--- config.mk ---
export PLATFORM = sky130hd
export DESIGN_NAME = fetch_stage_ctrl_flat
export DESIGN_NICKNAME = d
export VERILOG_FILES = /design/src/rtl/fetch_stage_ctrl_if.sv /design/src/rtl/fetch_stage_ctrl.sv /design/src/flat_wrapper.sv
export SDC_FILE = /design/constraint.sdc
export NUM_CORES = 1
export LEC_CHECK = 0
export CAP_MARGIN = 20
export CORE_ASPECT_RATIO = 1.5
export CORE_MARGIN = 3
export CORE_UTILIZATION = 40
export DETAILED_ROUTE_END_ITERATION = 8
export SLEW_MARGIN = 20
export SYNTH_ARGS = -nofsm -noshare
export SYNTH_HDL_FRONTEND = slang
export SYNTH_SLANG_ARGS = --single-unit
--- constraint.sdc ---
create_clock -name clk -period 4.3 [get_ports clk]
set_input_delay 0.645 -clock clk [delete_from_list [all_inputs] [get_ports clk]]
set_output_delay 0.645 -clock clk [all_outputs]
set_load 0.01 [all_outputs]
--- src/rtl/fetch_stage_ctrl_if.sv ---
// rtl/fetch_stage_ctrl_if.sv - instruction memory request/ready interface for the fetch stage
interface fetch_stage_ctrl_if;
    logic        imem_req;
    logic [31:0] imem_addr;
    logic [31:0] imem_rdata;
    logic        imem_ready;

    modport master (
        output imem_req,
        output imem_addr,
        input  imem_rdata,
        input  imem_ready
    );

    modport slave (
        input  imem_req,
        input  imem_addr,
        output imem_rdata,
        output imem_ready
    );
endinterface

--- src/rtl/fetch_stage_ctrl.sv ---
// rtl/fetch_stage_ctrl.sv - IF stage + IF/ID register with hold buffer and branch redirect
// Optional feature: BRANCH_DELAY_SLOT_EN keeps the F instruction at a redirect (delay slot).
module fetch_stage_ctrl #(
    parameter logic [31:0] RESET_PC  = 32'h0000_0000,
    parameter logic [31:0] NOP_INSTR = 32'h0000_0000
) (
    input  logic                       clk,
    input  logic                       rst_n,
    input  logic                       StallF,
    input  logic                       StallD,
    input  logic                       PCSrcD,
    input  logic [31:0]                PCBranchD,
    fetch_stage_ctrl_if.master         imem,
    output logic [31:0]                InstrD,
    output logic [31:0]                PCPlus4D,
    output logic                       ValidD,
    output logic                       FetchStallReq
);
    typedef enum logic [1:0] {BOOT, FETCH, HOLD} state_t;

    state_t      state, state_nx;
    logic [31:0] pcf, pcf_nx;
    logic        redir_pend, redir_pend_nx;
    logic [31:0] redir_tgt, redir_tgt_nx;
    logic [31:0] hold_instr, hold_pc4;
    logic        hold_load;

    logic        done, avail, redir_now, redir_any, consume, squash;
    logic [31:0] tgt, pc_plus4, f_instr, f_pc4;

    always_comb begin
        done      = (state == FETCH) && imem.imem_ready;
        avail     = done || (state == HOLD);
        redir_now = PCSrcD && !StallD;
        redir_any = redir_now || redir_pend;
        tgt       = redir_now ? PCBranchD : redir_tgt;
        pc_plus4  = pcf + 32'd4;
        f_instr   = (state == HOLD) ? hold_instr : imem.imem_rdata;
        f_pc4     = (state == HOLD) ? hold_pc4 : pc_plus4;
        // A redirect forces consumption even if StallF is (illegally) high without StallD.
        consume   = avail && (!StallF || redir_now);
`ifdef BRANCH_DELAY_SLOT_EN
        squash    = 1'b0;
`else
        squash    = redir_any;
`endif

        state_nx      = state;
        pcf_nx        = pcf;
        redir_pend_nx = redir_pend;
        redir_tgt_nx  = redir_tgt;
        hold_load     = 1'b0;

        case (state)
            BOOT: state_nx = FETCH;
            FETCH: begin
                if (consume) begin
                    pcf_nx        = redir_any ? tgt : pc_plus4;
                    redir_pend_nx = 1'b0;
                end else if (done) begin
                    state_nx  = HOLD;
                    hold_load = 1'b1;
                end else if (redir_now) begin
                    redir_pend_nx = 1'b1;
                    redir_tgt_nx  = PCBranchD;
                end
            end
            HOLD: begin
                if (consume) begin
                    state_nx      = FETCH;
                    pcf_nx        = redir_any ? tgt : pc_plus4;
                    redir_pend_nx = 1'b0;
                end
            end
            default: state_nx = BOOT;
        endcase

        imem.imem_req  = (state == FETCH);
        imem.imem_addr = pcf;
        FetchStallReq  = (state == FETCH) && !imem.imem_ready;
    end

    always_ff @(posedge clk) begin
        if (!rst_n) begin
            state      <= BOOT;
            pcf        <= RESET_PC;
            redir_pend <= 1'b0;
            redir_tgt  <= 32'h0;
            hold_instr <= 32'h0;
            hold_pc4   <= 32'h0;
            InstrD     <= NOP_INSTR;
            PCPlus4D   <= 32'h0;
            ValidD     <= 1'b0;
        end else begin
            state      <= state_nx;
            pcf        <= pcf_nx;
            redir_pend <= redir_pend_nx;
            redir_tgt  <= redir_tgt_nx;
            if (hold_load) begin
                hold_instr <= imem.imem_rdata;
                hold_pc4   <= pc_plus4;
            end
            if (!StallD) begin
                if (consume && !squash) begin
                    InstrD   <= f_instr;
                    PCPlus4D <= f_pc4;
                    ValidD   <= 1'b1;
                end else begin
                    InstrD <= NOP_INSTR;
                    ValidD <= 1'b0;
                end
            end
        end
    end
endmodule

--- src/flat_wrapper.sv ---
// flat-port wrapper written by rule: the top's interface ports become plain ports
module fetch_stage_ctrl_flat 
#(
    parameter logic [31:0] RESET_PC  = 32'h0000_0000,
    parameter logic [31:0] NOP_INSTR = 32'h0000_0000
)
  (clk, rst_n, StallF, StallD, PCSrcD, PCBranchD, InstrD, PCPlus4D, ValidD, FetchStallReq, imem_imem_req, imem_imem_addr, imem_imem_rdata, imem_imem_ready);
  fetch_stage_ctrl_if imem_i ();
  input  logic clk;
  input  logic rst_n;
  input  logic StallF;
  input  logic StallD;
  input  logic PCSrcD;
  input  logic [31:0] PCBranchD;
  output logic [31:0] InstrD;
  output logic [31:0] PCPlus4D;
  output logic ValidD;
  output logic FetchStallReq;
  output wire logic [$bits(imem_i.imem_req)-1:0] imem_imem_req;
  output wire logic [$bits(imem_i.imem_addr)-1:0] imem_imem_addr;
  input wire logic [$bits(imem_i.imem_rdata)-1:0] imem_imem_rdata;
  input wire logic [$bits(imem_i.imem_ready)-1:0] imem_imem_ready;
  assign imem_imem_req = imem_i.imem_req;
  assign imem_imem_addr = imem_i.imem_addr;
  assign imem_i.imem_rdata = imem_imem_rdata;
  assign imem_i.imem_ready = imem_imem_ready;
  fetch_stage_ctrl #(.RESET_PC(RESET_PC), .NOP_INSTR(NOP_INSTR)) u_core (.clk(clk), .rst_n(rst_n), .StallF(StallF), .StallD(StallD), .PCSrcD(PCSrcD), .PCBranchD(PCBranchD), .imem(imem_i), .InstrD(InstrD), .PCPlus4D(PCPlus4D), .ValidD(ValidD), .FetchStallReq(FetchStallReq));
endmodule
==> reports/results.tsv, run 1 <==
metric	value	unit
swShare	33.4	%
synthTopCellsByArea	dfxtp_1, a21oi_1, nand2_1	
ir_worst_vdd	217	uV
drive_gt1_share	5.23	%
first_pass_iters	5	
p_sw	0.00158	W
r2r-start	u_core.imem.imem_addr[2]$_SDFFE_PN0P_	
crit_required	4.64	ns
crit_family	simple AND/OR/NAND/NOR gates	
finalHoldViolCount	0	
crit_chain	ha_1 > and3_1 > nand2_1 > or3_1 > o31a_1 > o32ai_1	
clockPowerShare	34.1	%
wl_met1	11.2	mm
gp_congestion	0.914	
worstReg2RegEnd	u_core.imem.imem_addr[22]$_SDFFE_PN0P_	
fmax	355	MHz
finalSetupViolCount	0	
cp_slowest_cell	dfxtp_1	
cts_setup_buffers	0	
die_w	128	microns
cts_buffers	17	
dieArea	0.0243	sq mm
synth_edf_count	0	
worstHoldEndpoint	u_core.PCPlus4D[4]$_SDFFE_PN0P_	
routed-wl-met3	1.35	mm
clock_latency	0.43	ns
setup_ws	1.48	ns
synth_fp_nets	1237	
whs_path_depth	2	
hp-class	reg2reg	
initialDrtViolationCount	581	
netlist_area	0.00896	sq mm
final_antenna_net_count	0	
r2r_slack	1.48	ns
netlist_instances	1162	
powerDensity	415	mW/mm^2
cts_sinks	196	
pwr-share-seq	43.7	%
worstHoldStart	u_core.PCPlus4D[4]$_SDFFE_PN0P_	
grt_remaining_overflow	0	
fin_worst_skew	0.00874	ns
status	complete, no violations	
core	0.0219	sq mm
critical_path_buf_inv_count	0	
synth_top_area_share	43.8	%
final.period_utilization	65.5	%
worst_slew_pin_slew	1.12	ns
cp.arrival	3.16	ns
cts_root_buffer	clkbuf_16	
first_global_vias	8231	
most-common-layout-cells	nand2_1, dfxtp_1, clkdlybuf4s50_1, a21oi_1, nor2_1	
wl_met2	14.7	mm
mostFrequentLayoutCell	nand2_1	
highest_layer	met4	
ys_ff_latch	196	
grt_max_degree	53	
async_reset_ff_share	0	%
worst-r2r-cell-count	6	
diodes	0	
power.total	0.00473	W
fp.dieH	189	microns
critPathKind	reg2reg	
design_area	0.0114	sq mm
cts_tree	built	
p_int	0.00315	W
final_nets	1343	
p_leak	3.73	nW
ys_warn_count	0	
dpl_worst_slack	1.33	ns
grt_antenna_before_repair	0	
place_hpwl	19.4	mm
grt_pass1_wl	44.9	mm
vias	8653	
wl	28.6	mm
post_dp_cell_area	0.0108	sq mm
ys_types	58	
combPwrFrac	22.2	%
grt_use_total	23.3	%
fin_crit	2.82	ns
yosys.area.top_type	dfxtp_1	
cts_resized	0	
relSlewSlack	25.2	%
routed_via_density	5.57	
drc	0	
h-tree-depth	4	
rsz0062_at_grt	no	
critPathMaxStageDelay	0.58	ns
wl_per_cell	18.4	microns
rows	66	
crit_path_end_kind	register	
multi_input_area	0.00461	sq mm
drv_cap	0	
yosysSeqAreaShare	43.8	%
io_buffers	168	
initial_core_util	41.0	%
pin_count	169	
drv_slew	0	
ys.flop_type	dfxtp_1	
seqCellArea	0.00392	sq mm
crit_fanout	13	
worstSetupStartpointType	register	
ctsHoldBuffers	0	
syn_avg_cell_area	7.72	sq um
tns	0	ns
fillCellCount	2136	
clkSlewWorstSetupHoldPaths	0.08	ns
syn_to_final_growth	27.1	%
clockBufferDepth	2	
==> cell families (layout without fill, tap and decap cells) <==
logic type / count (synthesis) / after routing / share of synthesized area (%)
xor+xnor: 16 / 16 / 1.56
simple gates: 479 / 479 / 23.8
fa+ha+maj: 5 / 5 / 0.698
flops: 196 / 196 / 43.8
buf+inv: 114 / 233 / 5.26
mux: 46 / 46 / 5.15
compound gates: 306 / 306 / 19.8
==> power groups by stage <==
stage,Sequential (W),Clock [W],Combinational (W)
floorplan,0.00205,0,0.000690
global placement,0.00210,0,0.00104
detailed placement,0.00211,0,0.00104
CTS,0.00206,0.00165,0.00105
global route,0.00208,0.00172,0.00115
finish,0.00207,0.00161,0.00105
==> metrics by stage <==
step                      cells  util [%]  hold WS (ns)
after floorplan            1162         -         0.431
after global placement     1520      49.2         0.437
after detailed placement   1520      49.2         0.443
after CTS                  1552      52.0         0.455
after global routing       1553      52.1         0.466
final                      1553      52.1         0.451
==> registers in the layout, summed over array words and instances, names as in the netlist <==
register	count
u_core.InstrD	32
u_core.PCPlus4D	32
u_core.ValidD	1
u_core.hold_instr	32
u_core.hold_pc4	32
u_core.imem.imem_addr	32
u_core.redir_pend	1
u_core.redir_tgt	32
u_core.state	2
==> tightest hold or removal path, stage by stage (launching register included) <==
cell and delay [ns]:
dfxtp_1 0.31, nand2_1 0.05, a21oi_1 0.05
==> metal layers <==
layer	GRT usage, %	up-vias
met4	10.8	0
met1	27.4	4067
met5	0	-
met3	3.95	68
met2	40.6	257
li1	-	4261
==> final cells by class <==
type	instances	share of cell area, %
Clock buffer	17	3.73
Clock inverter	15	1.53
Inverter	12	0.417
Multi-Input combinational cell	852	40.4
Sequential cell	196	34.4
Tap cell	272	2.99
Timing Repair Buffer	189	16.5
==> Yosys cell counts, drive strengths merged, types with 2 or more instances <==
cell and instances:
nand3b 2, xnor2 14, nor4 11, a21boi 2
nand4 13, a32o 2, o2111ai 2, o32ai 3
a21oi 165, o22ai 6, a311oi 6, o31ai 5
nor3 41, nand2 211, a41oi 3, buf 29
clkbuf 73, mux2i 45, o211ai 10, nand2b 6
nand3 36, ha 5, dfxtp 196, o21ai 54
inv 12, or3 11, a211oi 16, a31oi 12
o21a 3, and4 6, xor2 2, and3 9
a31o 3, nor2 125, o31a 8
==> worst max-delay path by stage <==
stage	slack [ns]	depth (start not counted)	end	start
2_1_floorplan	2.19	7	u_core.imem.imem_addr[22]$_SDFFE_PN0P_	u_core.imem.imem_addr[2]$_SDFFE_PN0P_
3_3_place_gp	1.39	8	u_core.PCPlus4D[27]$_SDFFE_PN0P_	StallD
3_5_place_dp	1.33	8	u_core.PCPlus4D[27]$_SDFFE_PN0P_	StallD
4_1_cts	1.52	6	u_core.imem.imem_addr[24]$_SDFFE_PN0P_	u_core.imem.imem_addr[2]$_SDFFE_PN0P_
5_1_grt	1.37	4	u_core.imem.imem_addr[25]$_SDFFE_PN0P_	u_core.redir_pend$_SDFFE_PN0P_
6_report	1.48	6	u_core.imem.imem_addr[22]$_SDFFE_PN0P_	u_core.imem.imem_addr[2]$_SDFFE_PN0P_
Note: power is estimated with default switching activity, not from simulation.
==> inputs of run 2 (changes only) <==
clock period = 2.75 ns   (was 4.3 ns; I/O delays follow)
==> run 2 against run 1 <==
Effect of this change:
- final area increased by 1.3%
- cell count grew 1.5%
- clock-buffer cell count is 3 higher
- worst hold slack gained 0.00067 ns
- routed wire length is 0.87% higher
- sequential share of layout area is 0.43 points lower
- power increased by 56%
- sequential power is 53% higher
- core utilization increased by 0.65 points
==> reports/results.tsv, run 2 (same netlist as run 1, synthesis figures left out) <==
metric	value	unit
ctsHoldBuffers	0	
drc	0	
crit_path_end_kind	output pin	
core	0.0219	sq mm
rows	66	
grt_max_degree	77	
crit_family	buffers and inverters	
dpl_worst_slack	0.220	ns
powerDensity	641	mW/mm^2
critPathKind	reg2out	
cp_slowest_cell	clkdlybuf4s50_1	
fin_crit	2.43	ns
h-tree-depth	4	
io_buffers	168	
cts_root_buffer	clkbuf_16	
worstHoldEndpoint	u_core.redir_tgt[7]$_SDFFE_PN0P_	
routed_via_density	5.51	
syn_to_final_growth	28.7	%
p_leak	3.83	nW
tns	0	ns
cts_buffers	17	
hp-class	reg2reg	
final_antenna_net_count	0	
cts_resized	0	
seqCellArea	0.00392	sq mm
vias	8687	
worstSetupStartpointType	register	
fmax	412	MHz
dieArea	0.0243	sq mm
ir_worst_vdd	442	uV
r2r_slack	0.36	ns
most-common-layout-cells	nand2_1, dfxtp_1, clkdlybuf4s50_1, a21oi_1, nor2_1	
initial_core_util	41.0	%
gp_congestion	0.893	
die_w	128	microns
mostFrequentLayoutCell	nand2_1	
critPathMaxStageDelay	0.59	ns
worstHoldStart	u_core.redir_tgt[7]$_SDFFE_PN0P_	
drive_gt1_share	6.75	%
multi_input_area	0.00461	sq mm
worstReg2RegEnd	u_core.imem.imem_addr[22]$_SDFFE_PN0P_	
fillCellCount	2091	
fin_worst_skew	0.0128	ns
grt_use_total	23.4	%
finalSetupViolCount	0	
rsz0062_at_grt	no	
crit_fanout	6	
worst_slew_pin_slew	0.734	ns
worst-r2r-cell-count	5	
r2r-start	u_core.imem.imem_addr[6]$_SDFFE_PN0P_	
pin_count	169	
drv_slew	0	
first_pass_iters	4	
whs_path_depth	2	
relSlewSlack	51.1	%
clkSlewWorstSetupHoldPaths	0.07	ns
final_nets	1366	
cp_common_cell	inv_1	
status	complete, no violations	
final.period_utilization	88.2	%
drv_cap	0	
wl	28.8	mm
grt_antenna_before_repair	0	
first_global_vias	8296	
finalHoldViolCount	0	
cts_sinks	196	
cts_setup_buffers	0	
wl_per_cell	18.3	microns
critical_path_buf_inv_count	3	
diodes	0	
cp.arrival	2.01	ns
initialDrtViolationCount	616	
crit_chain	inv_1 > ha_1 > inv_1 > nor2_1 > clkdlybuf4s50_1	
place_hpwl	20.2	mm
grt_remaining_overflow	0	
setup_ws	0.323	ns
cts_tree	built	
clock_latency	0.44	ns
clockBufferDepth	2	
fp.dieH	189	microns
crit_required	2.34	ns
grt_pass1_wl	44.7	mm
[run 2: cell types whose count changed in the layout (fill, tap and decap cells not counted)]
| cell | previous run | this run |
|---|---|---|
| buf_4 | 18 | 41 |
| bufinv_16 | 0 | 1 |
| clkbuf_1 | 0 | 2 |
| clkbuf_8 | 0 | 1 |
| clkinv_2 | 0 | 2 |
| clkinv_4 | 0 | 4 |
| clkinv_8 | 5 | 0 |
| clkinvlp_4 | 0 | 1 |
| inv_6 | 8 | 2 |
[run 2: final cells by class]
| class | count | area share, % |
|---|---|---|
| multi-input combinational | 852 | 39.9 |
| sequential | 196 | 34.0 |
| timing repair buffer | 212 | 17.8 |
| clock buffer | 20 | 3.87 |
| tap | 272 | 2.95 |
| clock inverter | 12 | 1.06 |
| inverter | 12 | 0.412 |
[run 2: stage by stage]
stage                     util, %  power, W  std cells  hold slack (ns)  instance area, sq um
after floorplan                 -   0.00429       1162            0.431                  8960
after global placement       50.1   0.00498       1544            0.440                 11000
after detailed placement     50.1   0.00500       1544            0.445                 11000
after CTS                    52.7   0.00745       1576            0.454                 11500
after global routing         52.7   0.00773       1576            0.468                 11500
final                        52.7   0.00739       1576            0.452                 11500
[run 2: worst max-delay path by stage]
| stage | startpoint | to | cells past startpoint |
|---|---|---|---|
| 2_1_floorplan | u_core.imem.imem_addr[2]$_SDFFE_PN0P_ | u_core.imem.imem_addr[22]$_SDFFE_PN0P_ | 7 |
| 3_5_place_dp | StallD | u_core.PCPlus4D[27]$_SDFFE_PN0P_ | 8 |
| 6_report | u_core.state[1]$_SDFFE_PN0P_ | FetchStallReq | 5 |
| 3_3_place_gp | StallD | u_core.PCPlus4D[24]$_SDFFE_PN0P_ | 7 |
| 4_1_cts | u_core.state[1]$_SDFFE_PN0P_ | FetchStallReq | 5 |
| 5_1_grt | u_core.state[1]$_SDFFE_PN0P_ | FetchStallReq | 5 |
[run 2: report_power, final]
group,leakage (nW),switching [W],internal [W]
combinational,1.97,0.00104,0.000723
sequential,1.58,0.000154,0.00302
clock,0.279,0.00116,0.00129
[run 2: worst reg2reg max path: stages (launching register included)]
cell and delay (ns):
dfxtp_1 0.49, and4_1 0.48, nand2_1 0.29, or3_1 0.52
o31a_1 0.27, o32ai_1 0.26
[run 2: layer usage]
metal	vias up	track usage (%)	part of all wire, %
met5	-	0	0
met4	0	11.3	4.2
met2	245	41.6	52
li1	4299	-	-
met1	4081	26.7	39
met3	62	4.23	4.9
==> inputs of run 3 (changes only) <==
CTS_BUF_LIST = sky130_fd_sc_hd__clkbuf_4 sky130_fd_sc_hd__clkbuf_8   (was unset)
REMOVE_ABC_BUFFERS = 1   (was unset)
==> run 3 against run 2 <==
Effect of this change:
- worst hold slack better by 0.0025 ns
- worst setup slack worse by 0.19 ns
- critical path type unchanged
- maximum frequency is 7.3% lower
- largest power group unchanged
==> reports/results.tsv, run 3 (same netlist as run 1, synthesis figures left out) <==
metric	value	unit
status	complete, no violations	
final_nets	1371	
design_area	0.0114	sq mm
initial_core_util	41.0	%
wl_per_cell	17.2	microns
instances_no_fill	1581	
power.total	0.00679	W
ctsHoldBuffers	0	
cts_setup_buffers	0	
h-tree-depth	4	
hold_slack	0.455	ns
crit_family	buffers and inverters	
cp_common_cell	inv_1	
hp-class	reg2reg	
io_buffers	168	
fin_crit	2.62	ns
combPwrFrac	26.4	%
clockBufferDepth	2	
grt_antenna_before_repair	0	
cts_root_buffer	clkbuf_8	
pwr-share-seq	46.7	%
cp_slowest_cell	clkdlybuf4s50_1	
fin_worst_skew	0.0154	ns
critPathKind	reg2out	
cts_tree	built	
worst_slew_pin_slew	0.507	ns
fmax	382	MHz
p_sw	0.00224	W
finalHoldViolCount	0	
p_int	0.00455	W
vias	8655	
routed_via_density	5.47	
critical_path_buf_inv_count	3	
critPathMaxStageDelay	0.60	ns
drc	0	
post-route-util	52.3	%
cts_buffers	17	
initialDrtViolationCount	524	
rsz0062_at_grt	no	
most-common-layout-cells	nand2_1, dfxtp_1, clkdlybuf4s50_1, a21oi_1, nor2_1	
ir_worst_vdd	305	uV
cts_sinks	196	
final.period_utilization	95.2	%
dieArea	0.0243	sq mm
p_leak	3.78	nW
grt_max_degree	53	
diodes	0	
grt_pass1_wl	43.1	mm
grt_remaining_overflow	0	
syn_to_final_growth	27.6	%
placedCellCount	1549	
relSlewSlack	66.0	%
clockPowerShare	26.9	%
clock_latency	0.48	ns
wl	27.1	mm
place_hpwl	18.6	mm
swShare	32.9	%
rows	66	
first_pass_iters	5	
powerDensity	594	mW/mm^2
pin_count	169	
crit_required	2.34	ns
cp.arrival	2.21	ns
crit_fanout	6	
drv_slew	0	
fp.dieH	189	microns
post_dp_cell_area	0.0111	sq mm
drive_gt1_share	7.26	%
clkSlewWorstSetupHoldPaths	0.10	ns
core	0.0219	sq mm
finalSetupViolCount	0	
final_antenna_net_count	0	
drv_cap	0	
first_global_vias	8083	
crit_path_end_kind	output pin	
gp_congestion	0.830	
mostFrequentLayoutCell	nand2_1	
die_w	128	microns
grt_use_total	22.2	%
worstSetupStartpointType	register	
crit_chain	inv_1 > ha_1 > inv_1 > nor2_1 > clkdlybuf4s50_1	
cts_resized	0	
run 3: changes by cell type in the layout (fill, tap and decap cells not counted), moves of 2 or more:
| cell | delta |
|---|---|
| buf_12 | +4 |
| clkbuf_8 | +18 |
| clkbuf_4 | +2 |
| clkbuf_16 | -17 |
| clkbuf_1 | -2 |
| inv_8 | -2 |
run 3: per-stage QoR:
stage	setup TNS [ns]	setup WS, ns
after global routing	0	0.0233
after floorplan	-338.31	-2.60
after global placement	0	0.310
after CTS	0	0.0927
final	0	0.132
after detailed placement	0	0.268
run 3: area by class of cell:
type | instances | area [sq um]
Multi-Input combinational cell | 852 | 4610
Fill cell | 2151 | 10400
Clock inverter | 11 | 104
Inverter | 12 | 47.5
Clock buffer | 21 | 277
Sequential cell | 196 | 3920
Tap cell | 272 | 340
Timing Repair Buffer | 217 | 2140
run 3: final timing paths:
| path | startpoint | to | slack, ns | depth (start not counted) |
|---|---|---|---|---|
| min reg2reg | u_core.redir_tgt[16]$_SDFFE_PN0P_ | u_core.redir_tgt[16]$_SDFFE_PN0P_ | 0.45 | 2 |
| min | u_core.redir_tgt[16]$_SDFFE_PN0P_ | u_core.redir_tgt[16]$_SDFFE_PN0P_ | 0.45 | 2 |
| max | u_core.state[1]$_SDFFE_PN0P_ | FetchStallReq | 0.13 | 5 |
| max reg2reg | u_core.imem.imem_addr[10]$_SDFFE_PN0P_ | u_core.PCPlus4D[19]$_SDFFE_PN0P_ | 0.38 | 6 |
run 3: worst min-delay path: stages, from the launching register on:
cell	delay, ns
dfxtp_1	0.32
nand2_1	0.05
a21oi_1	0.05
run 3: routing by layer:
metal	global-route usage, %	routed length, microns	up-vias
li1	-	-	4327
met1	28.3	11700	4049
met2	38.0	13600	239
met3	3.30	1250	40
met4	7.68	621	0
met5	0	0	-
run 3: power by group through the flow:
stage	Clock (W)	Sequential, W	Combinational, W
2_1_floorplan	0	0.00325	0.000978
3_3_place_gp	0	0.00323	0.00178
3_5_place_dp	0	0.00323	0.00179
6_report	0.00183	0.00317	0.00179
4_1_cts	0.00188	0.00317	0.00180
5_1_grt	0.00198	0.00320	0.00196
